==> config.mk <==
export PLATFORM = sky130hd
export DESIGN_NAME = reg_file_write_arbiter_flat
export DESIGN_NICKNAME = d
export VERILOG_FILES = /design/src/rtl/reg_file_write_arbiter_if.sv /design/src/rtl/reg_file_write_arbiter.sv /design/src/flat_wrapper.sv
export SDC_FILE = /design/constraint.sdc
export NUM_CORES = 1
export LEC_CHECK = 0
export CORE_ASPECT_RATIO = 0.6
export CORE_UTILIZATION = 36
export CTS_CLUSTER_DIAMETER = 40
export DETAILED_ROUTE_END_ITERATION = 10
export HOLD_SLACK_MARGIN = 0.06
export PLACE_DENSITY = 0.81
export SLEW_MARGIN = 30
export SYNTH_ARGS = -nofsm -noshare
export SYNTH_HDL_FRONTEND = slang
export SYNTH_SLANG_ARGS = --single-unit
==> constraint.sdc <==
create_clock -name clk -period 1.8 [get_ports clk]
set_input_delay 0.36 -clock clk [delete_from_list [all_inputs] [get_ports clk]]
set_output_delay 0.36 -clock clk [all_outputs]
set_load 0.01 [all_outputs]
==> src/rtl/reg_file_write_arbiter_if.sv <==
// Writeback bus between the two requesters, the arbiter and the register file.
// The master side is the requester/register-file side; the arbiter takes the slave modport.
interface reg_file_write_arbiter_if #(
    parameter int SEL_WIDTH  = 4,
    parameter int DATA_WIDTH = 32
);
    logic                  in_alu_valid;
    logic [SEL_WIDTH-1:0]  in_alu_sel;
    logic [DATA_WIDTH-1:0] in_alu_data;
    logic                  out_alu_ready;

    logic                  in_mem_valid;
    logic [SEL_WIDTH-1:0]  in_mem_sel;
    logic [DATA_WIDTH-1:0] in_mem_data;
    logic                  out_mem_ready;

    logic                  out_write_en;
    logic [SEL_WIDTH-1:0]  out_write_sel;
    logic [DATA_WIDTH-1:0] out_write_data;

    modport master (
        output in_alu_valid, in_alu_sel, in_alu_data,
        output in_mem_valid, in_mem_sel, in_mem_data,
        input  out_alu_ready, out_mem_ready,
        input  out_write_en, out_write_sel, out_write_data
    );

    modport slave (
        input  in_alu_valid, in_alu_sel, in_alu_data,
        input  in_mem_valid, in_mem_sel, in_mem_data,
        output out_alu_ready, out_mem_ready,
        output out_write_en, out_write_sel, out_write_data
    );
endinterface

==> src/rtl/reg_file_write_arbiter.sv <==
// Shares the register file write port between the ALU and memory writeback paths
// and tracks registers whose long-latency result is still outstanding.
module reg_file_write_arbiter #(
    parameter int NUM_REGS   = 16,
    parameter int SEL_WIDTH  = 4,
    parameter int DATA_WIDTH = 32
) (
    input  logic                 clk,
    input  logic                 rst_n,
    reg_file_write_arbiter_if.slave bus,
    input  logic                 in_reserve_en,
    input  logic [SEL_WIDTH-1:0] in_reserve_sel,
    input  logic [SEL_WIDTH-1:0] in_query_sel_ra,
    input  logic [SEL_WIDTH-1:0] in_query_sel_rb,
    input  logic [SEL_WIDTH-1:0] in_query_sel_rc,
    output logic                 out_busy_ra,
    output logic                 out_busy_rb,
    output logic                 out_busy_rc,
    output logic [NUM_REGS-1:0]  out_busy_vec
);

    logic                  alu_grant;
    logic                  mem_grant;
    logic                  last_grant_mem;
    logic [NUM_REGS-1:0]   busy_vec;
    logic [NUM_REGS-1:0]   busy_next;
    logic                  write_en;
    logic [SEL_WIDTH-1:0]  write_sel;
    logic [DATA_WIDTH-1:0] write_data;

    always_comb begin
        alu_grant = 1'b0;
        mem_grant = 1'b0;
        if (bus.in_alu_valid && bus.in_mem_valid) begin
            alu_grant = last_grant_mem;
            mem_grant = !last_grant_mem;
        end else begin
            alu_grant = bus.in_alu_valid;
            mem_grant = bus.in_mem_valid;
        end
    end

    // Reserve is applied after the clear so it wins on a same-register collision.
    always_comb begin
        busy_next = busy_vec;
        if (mem_grant)
            busy_next[bus.in_mem_sel] = 1'b0;
        if (in_reserve_en)
            busy_next[in_reserve_sel] = 1'b1;
        busy_next[0] = 1'b0;
    end

    always_ff @(posedge clk) begin
        if (!rst_n) begin
            last_grant_mem <= 1'b1;
            busy_vec       <= '0;
            write_en       <= 1'b0;
            write_sel      <= '0;
            write_data     <= '0;
        end else begin
            busy_vec <= busy_next;
            if (bus.in_alu_valid && bus.in_mem_valid)
                last_grant_mem <= mem_grant;
            if (alu_grant) begin
                write_en   <= (bus.in_alu_sel != '0);
                write_sel  <= bus.in_alu_sel;
                write_data <= bus.in_alu_data;
            end else if (mem_grant) begin
                write_en   <= (bus.in_mem_sel != '0);
                write_sel  <= bus.in_mem_sel;
                write_data <= bus.in_mem_data;
            end else begin
                write_en   <= 1'b0;
            end
        end
    end

    assign bus.out_alu_ready  = alu_grant;
    assign bus.out_mem_ready  = mem_grant;
    assign bus.out_write_en   = write_en;
    assign bus.out_write_sel  = write_sel;
    assign bus.out_write_data = write_data;
    assign out_busy_vec       = busy_vec;

    // A register stays busy while its final write is still registered toward the file.
    assign out_busy_ra = (in_query_sel_ra != '0) &&
                         (busy_vec[in_query_sel_ra] || (write_en && write_sel == in_query_sel_ra));
    assign out_busy_rb = (in_query_sel_rb != '0) &&
                         (busy_vec[in_query_sel_rb] || (write_en && write_sel == in_query_sel_rb));
    assign out_busy_rc = (in_query_sel_rc != '0) &&
                         (busy_vec[in_query_sel_rc] || (write_en && write_sel == in_query_sel_rc));

endmodule

==> src/flat_wrapper.sv <==
// flat-port wrapper written by rule: the top's interface ports become plain ports
module reg_file_write_arbiter_flat 
#(
    parameter int NUM_REGS   = 16,
    parameter int SEL_WIDTH  = 4,
    parameter int DATA_WIDTH = 32
)
  (clk, rst_n, in_reserve_en, in_reserve_sel, in_query_sel_ra, in_query_sel_rb, in_query_sel_rc, out_busy_ra, out_busy_rb, out_busy_rc, out_busy_vec, bus_in_alu_valid, bus_in_alu_sel, bus_in_alu_data, bus_in_mem_valid, bus_in_mem_sel, bus_in_mem_data, bus_out_alu_ready, bus_out_mem_ready, bus_out_write_en, bus_out_write_sel, bus_out_write_data);
  reg_file_write_arbiter_if #(.SEL_WIDTH(SEL_WIDTH), .DATA_WIDTH(DATA_WIDTH)) bus_i ();
  input  logic clk;
  input  logic rst_n;
  input  logic in_reserve_en;
  input  logic [SEL_WIDTH-1:0] in_reserve_sel;
  input  logic [SEL_WIDTH-1:0] in_query_sel_ra;
  input  logic [SEL_WIDTH-1:0] in_query_sel_rb;
  input  logic [SEL_WIDTH-1:0] in_query_sel_rc;
  output logic out_busy_ra;
  output logic out_busy_rb;
  output logic out_busy_rc;
  output logic [NUM_REGS-1:0] out_busy_vec;
  input wire logic [$bits(bus_i.in_alu_valid)-1:0] bus_in_alu_valid;
  input wire logic [$bits(bus_i.in_alu_sel)-1:0] bus_in_alu_sel;
  input wire logic [$bits(bus_i.in_alu_data)-1:0] bus_in_alu_data;
  input wire logic [$bits(bus_i.in_mem_valid)-1:0] bus_in_mem_valid;
  input wire logic [$bits(bus_i.in_mem_sel)-1:0] bus_in_mem_sel;
  input wire logic [$bits(bus_i.in_mem_data)-1:0] bus_in_mem_data;
  output wire logic [$bits(bus_i.out_alu_ready)-1:0] bus_out_alu_ready;
  output wire logic [$bits(bus_i.out_mem_ready)-1:0] bus_out_mem_ready;
  output wire logic [$bits(bus_i.out_write_en)-1:0] bus_out_write_en;
  output wire logic [$bits(bus_i.out_write_sel)-1:0] bus_out_write_sel;
  output wire logic [$bits(bus_i.out_write_data)-1:0] bus_out_write_data;
  assign bus_i.in_alu_valid = bus_in_alu_valid;
  assign bus_i.in_alu_sel = bus_in_alu_sel;
  assign bus_i.in_alu_data = bus_in_alu_data;
  assign bus_i.in_mem_valid = bus_in_mem_valid;
  assign bus_i.in_mem_sel = bus_in_mem_sel;
  assign bus_i.in_mem_data = bus_in_mem_data;
  assign bus_out_alu_ready = bus_i.out_alu_ready;
  assign bus_out_mem_ready = bus_i.out_mem_ready;
  assign bus_out_write_en = bus_i.out_write_en;
  assign bus_out_write_sel = bus_i.out_write_sel;
  assign bus_out_write_data = bus_i.out_write_data;
  reg_file_write_arbiter #(.NUM_REGS(NUM_REGS), .SEL_WIDTH(SEL_WIDTH), .DATA_WIDTH(DATA_WIDTH)) u_core (.clk(clk), .rst_n(rst_n), .bus(bus_i), .in_reserve_en(in_reserve_en), .in_reserve_sel(in_reserve_sel), .in_query_sel_ra(in_query_sel_ra), .in_query_sel_rb(in_query_sel_rb), .in_query_sel_rc(in_query_sel_rc), .out_busy_ra(out_busy_ra), .out_busy_rb(out_busy_rb), .out_busy_rc(out_busy_rc), .out_busy_vec(out_busy_vec));
endmodule
# After elaboration in Yosys (flattened, before gate mapping)
# Index checks and enable logic that the tools add are counted.
# word_totals
output_inout_bits	58
inputBits	93
regBits	54
word_cells	58
# classes
n_bitwise	3
magnitude_cmp	7
mux	20
eq_ne	3
n_reduce_logical	19
# ops
operator	count
$mux 32	2
$mux 16	2
$lt 4x5->1 const B	5
$reduce_bool 4->1	5
$and 16x16->16	1
$not 16->16	1
$or 16x16->16	1
$bmux 1 s4	3
$eq 4x4->1	3
$logic_and 1x1->1	9
$mux 1	9
$demux 1 s4	2
$ge 4x1->1 const B	2
$mux 4	2
$logic_or 1x1->1	3
$reduce_bool 2->1	1
$logic_not 1->1	1

# Logic depth before layout (Yosys ltp)
# logic_depth
ltp_word	9
mapped_depth	5
mapped_depth_nobuf	4

# Worst setup path after synthesis
# Ideal clock, no wire load.
# synth_path
path_type	input-to-output
startpoint	input in_query_sel_ra[0]
endpoint	output out_busy_ra
path_slack_ns	0.020
arrival_time_ns	1.420
required_ns	1.440
cell_stages	5
path_buffers	1
cell_sequence	buf_6 -> mux4_1 -> mux2_2 -> nand2_1 -> o211ai_2
# synth_via
elab_chain_len	4
elab_cells_between_ends	7
cone_classes	eq/ne (1); mux (2); reduce/logical (4)
# synth_rtl
item	line_no	source
from (decl)	flat_wrapper.sv:14	input logic [SEL_WIDTH-1:0] in_query_sel_ra;
$bmux 1 s4 or $eq 4x4->1 (tied branches)	reg_file_write_arbiter.sv:87	(busy_vec[in_query_sel_ra] || (write_en && write_sel == in_query_sel_ra));
$mux 1 (implied by the code) or $logic_and 1x1->1 (tied branches)	reg_file_write_arbiter.sv:87	
$logic_or 1x1->1	reg_file_write_arbiter.sv:87	
$logic_and 1x1->1 (*)	reg_file_write_arbiter.sv:86	assign out_busy_ra = (in_query_sel_ra != '0) &&
to (decl)	flat_wrapper.sv:17	output logic out_busy_ra;
# Every way passes the cells marked *; elsewhere a longest branch is shown, timed or not. The select of a mux whose other input is x is not followed.

# Worst setup path in the final report
# layout_path
startpoint	register u_core.busy_vec[13], in the netlist u_core.out_busy_vec[13]
endpoint	output out_busy_rb
# layout_via
elab_chain_len	4
# layout_rtl
item	line_no	source
from (decl)	reg_file_write_arbiter.sv:25	logic [NUM_REGS-1:0] busy_vec;
from (signal assigned)	reg_file_write_arbiter.sv:61	busy_vec <= busy_next;
$bmux 1 s4	reg_file_write_arbiter.sv:89	(busy_vec[in_query_sel_rb] || (write_en && write_sel == in_query_sel_rb));
$mux 1 (implied by the code)	reg_file_write_arbiter.sv:89	
$logic_or 1x1->1	reg_file_write_arbiter.sv:89	
$logic_and 1x1->1	reg_file_write_arbiter.sv:88	assign out_busy_rb = (in_query_sel_rb != '0) &&
to (decl)	flat_wrapper.sv:18	output logic out_busy_rb;
# Every way passes these cells. The select of a mux whose other input is x is not followed.

==> summary.md <==
| Metric | Value |
|---|---|
| Status | complete, but fails checks |
| Failing checks | setup timing |
| PortBufs | 149 |
| Reg2Reg Capture Point | u_core.out_busy_vec[11]$_SDFF_PN0_ |
| Antenna violations before repair | 0 |
| Seq/Total Area, Yosys | 36.0% |
| Fin util | between 60% and 70% |
| Worst Skew | approximately 0.0059 ns |
| Dpl cell area | 4710 um2 |
| Grt total ovfl | 0 |
| Switching power total | about 0.85 mW |
| Cell variety after synth | 36 |
| CP Cell Sequence | mux4_2 -> mux2_4 -> nand2_2 -> o211ai_2 -> buf_2 |
| I/O Pins | 151 |
| # diodes | 0 |
| Total power | 3.32 mW |
| FF-to-FF setup slack | around 0.34 ns |
| Synthesized Nets | 416 |
| Final Routed Wirelength | ~10000 um |
| CORE AREA | ~7900 um2 |
| H-tree depth | 2 |
| Final instance area | a little under 5000 um2 |
| Max-slew violations | 0 |
| Met1 GRT Util | a little under a third |
| Syn Inst Count | 323 |
| RR Startpoint | u_core.last_grant_mem$_SDFFE_PN1P_ |
| Data arrival, critical path | 1.69 ns |
| Cell area after synthesis | 2940 um2 |
| CP required | 1.44 ns |
| Routing usage on met2 | 35.6% |
| GRT Total Usage | 22.9% |
| First drt pass iteration count | 5 |
| FMAX | 0.487 GHz |
| Gr busiest metal | met2 |
| Num CTS Buffers | 5 |
| Via/cell ratio | 5.33 |
| Sw frac | 25.6% |
| Worst-Skew Late Latency | 0.29 ns |
| Die area | 8560 um2 |
| Layout cells sized above 1 | 16.4% |
| Slack of the critical path | -0.252 ns |
| Flop pwr share | 39.7% |
| First-pass GRT wire length | 15400 um |
| Row count | 25 |
| DR vias | 3180 |
| CTS sink count | 53 |
| Leak | 1.87 nW |
| Worst-path maximum fanout | 5 |
| Critical path endpoint category | output pin |
| Hold Vio Cnt, Final | 0 |
| RSZ-0062 raised after global routing | true |
| FF+latch count, synth | 53 |
| Crit path kind | flip-flop to output pin |
| Worst-path clk slew | 0.07 ns |
| Final-stage net count | 581 |
| TritonCTS clock tree | done |
| Critical Path Source | u_core.out_busy_vec[13]$_SDFF_PN0_ |
| Detailed-route wire length per cell | 16.7 um |
| Part of the power in the clock network | around a third |
| Storage element area | 1080 um2 |
| Initial core utilization | 37.3% |
| Crit path capture | out_busy_rb |
| Die Span Y | about 72 um |
| Crit path buf inv count | 1 |
| DRC | 0 |
| Max IR drop VDD | a little over 400 uV |
| Top delay family on crit path | multiplexers |
| 1st-iter DRT viols | 243 |
| Layout fillers | 687 |
| Largest net degree at the start of global routing | 45 |
| Finish-stage setup viols | 3 |
| Syn avg cell area | 9.11 um2 |
| Post-route minimum period | 2.05 ns |
| Post-CTS Hold Buffers | 0 |
| Slowest CP cell | mux4_2 |
| Critical path depth | 5 |
| Die Width | about 120 um |
| Logic pwr share | 26.5% |
| Worst reg2reg path depth | 5 |
| Met3 Usage GRT | 7.00% |
| Dpl hpwl | about 7500 um |
| Worst hold path type | flip-flop to flip-flop |
| Pwr/cell area | 675 nW/um2 |
| Vias in the first global route | 3065 |
| P&R area growth vs syn | 67.2% |
| CP Launch Type | flip-flop |
| Yosys warning count | 0 |
| Routability cong. | about 1.0 |
| Critical path's largest stage delay | 0.47 ns |
| Bufs on Longest Clock Path | 2 |
| ANT nets after route | 0 |
| Multi-input logic area | 1710 um2 |
| Power Internal | roughly 2.5 mW |
| MaxCap Viol Count | 0 |
| Period utilization | 114% |
| Root Driver | clkbuf_16 |
## cell type report
cell class                 instances  area share [%]
multi-input combinational        239            34.7
timing repair buffer             184            36.6
tap                              108            2.74
sequential                        53            22.0
inverter                           5           0.381
clock inverter                     2           0.762
clock buffer                       6            2.82
## kinds of logic after synthesis
family | synth area share [%]
other | 0.127
muxes | 20.6
DFF | 36.0
xor gates and xnor gates | 2.68
and+or+nand+nor | 13.0
buffers and inverters | 6.29
AOI/OAI and AO/OA | 21.3
## registers in the layout, summed over array words and instances (netlist names)
name and flops:
u_core.bus.out_write_data 32, u_core.bus.out_write_en 1, u_core.bus.out_write_sel 4, u_core.last_grant_mem 1, u_core.out_busy_vec 15
## layout by cell type, fill, tap and decap left out, drive strengths merged, types with 6 or more instances in the layout
master,instances
nand2,18
o21ai,18
nor3,8
a211oi,34
nor2,38
mux4,6
clkbuf,7
o211ai,6
dfxtp,53
a31oi,6
mux2,6
mux2i,38
buf,40
xnor2,9
a21oi,23
dlygate4sd2,9
clkdlybuf4s50,133
## how the worst min path moves through the flow
| stage | cells after the start | end | from |
|---|---|---|---|
| global route | 2 | u_core.out_busy_vec[12]$_SDFF_PN0_ | u_core.out_busy_vec[12]$_SDFF_PN0_ |
| finish | 2 | u_core.out_busy_vec[10]$_SDFF_PN0_ | u_core.out_busy_vec[10]$_SDFF_PN0_ |
| global placement | 2 | u_core.bus.out_write_data[6]$_SDFFE_PN0P_ | u_core.bus.out_write_data[6]$_SDFFE_PN0P_ |
| detailed placement | 2 | u_core.bus.out_write_data[18]$_SDFFE_PN0P_ | u_core.bus.out_write_data[18]$_SDFFE_PN0P_ |
| CTS | 2 | u_core.out_busy_vec[13]$_SDFF_PN0_ | u_core.out_busy_vec[13]$_SDFF_PN0_ |
| floorplan | 1 | u_core.last_grant_mem$_SDFFE_PN1P_ | rst_n |
## Yosys cell counts (all sizes together)
cell type	count	area, um2
nand2	18	67.6
inv	4	15.0
buf	15	125
a211oi	34	255
a221oi	1	8.76
nor2b	5	31.3
o31ai	1	7.51
a221o	3	30.0
a21boi	1	11.3
nor3b	1	7.51
conb	1	3.75
a21oi	23	115
nand2b	1	6.26
or2	1	6.26
o21ai	18	93.8
a2111oi	1	8.76
dfxtp	53	1060
nor3	8	40.0
a31oi	6	37.5
clkbuf	11	41.3
and3	2	12.5
mux2	6	67.6
nand3	5	25.0
and3b	1	8.76
clkinv	1	3.75
mux4	6	158
xnor2	9	78.8
nor2	38	143
nand4	3	18.8
o211ai	6	60.1
nand3b	2	15.0
mux2i	38	380
## per-stage QoR
| step | instances | hold slack (ns) | setup TNS [ns] | worst slack [ns] |
|---|---|---|---|---|
| finish | 597 | 0.542 | -0.746 | -0.252 |
| global route | 597 | 0.568 | -0.882 | -0.302 |
| CTS | 596 | 0.537 | -0.744 | -0.256 |
| detailed placement | 588 | 0.540 | -11.19 | -1.03 |
| global placement | 588 | 0.536 | -9.41 | -0.986 |
| floorplan | 323 | 0.436 | 0 | 0.0199 |
## worst min-delay path: cells and delay by family, from the launching register on
kind	cells	cell delay (ns)
DFF	1	0.36
AOI/OAI and AO/OA	2	0.14
## layer usage
layer | wire [um] | part of all wire, %
met1 | 4570 | 46
met2 | 4290 | 43
met3 | 950 | 9.5
met4 | 160 | 1.6
met5 | 0 | 0
## power by group through the flow
stage | sequential, mW | clock [mW] | combinational, mW
3_3_place_gp | 1.34 | 0 | 0.848
4_1_cts | 1.32 | 1.15 | 0.858
5_1_grt | 1.33 | 1.19 | 0.946
3_5_place_dp | 1.35 | 0 | 0.866
2_1_floorplan | 1.37 | 0 | 0.340
6_report | 1.32 | 1.12 | 0.881
## timing repair
action	4_1_cts	5_1_grt
setup buffers	0	0
setup endpoints to repair	7	28
cloned	0	1
gates resized for setup	52	14
pin swaps	2	1
Note: power is estimated with default switching activity, not from simulation.
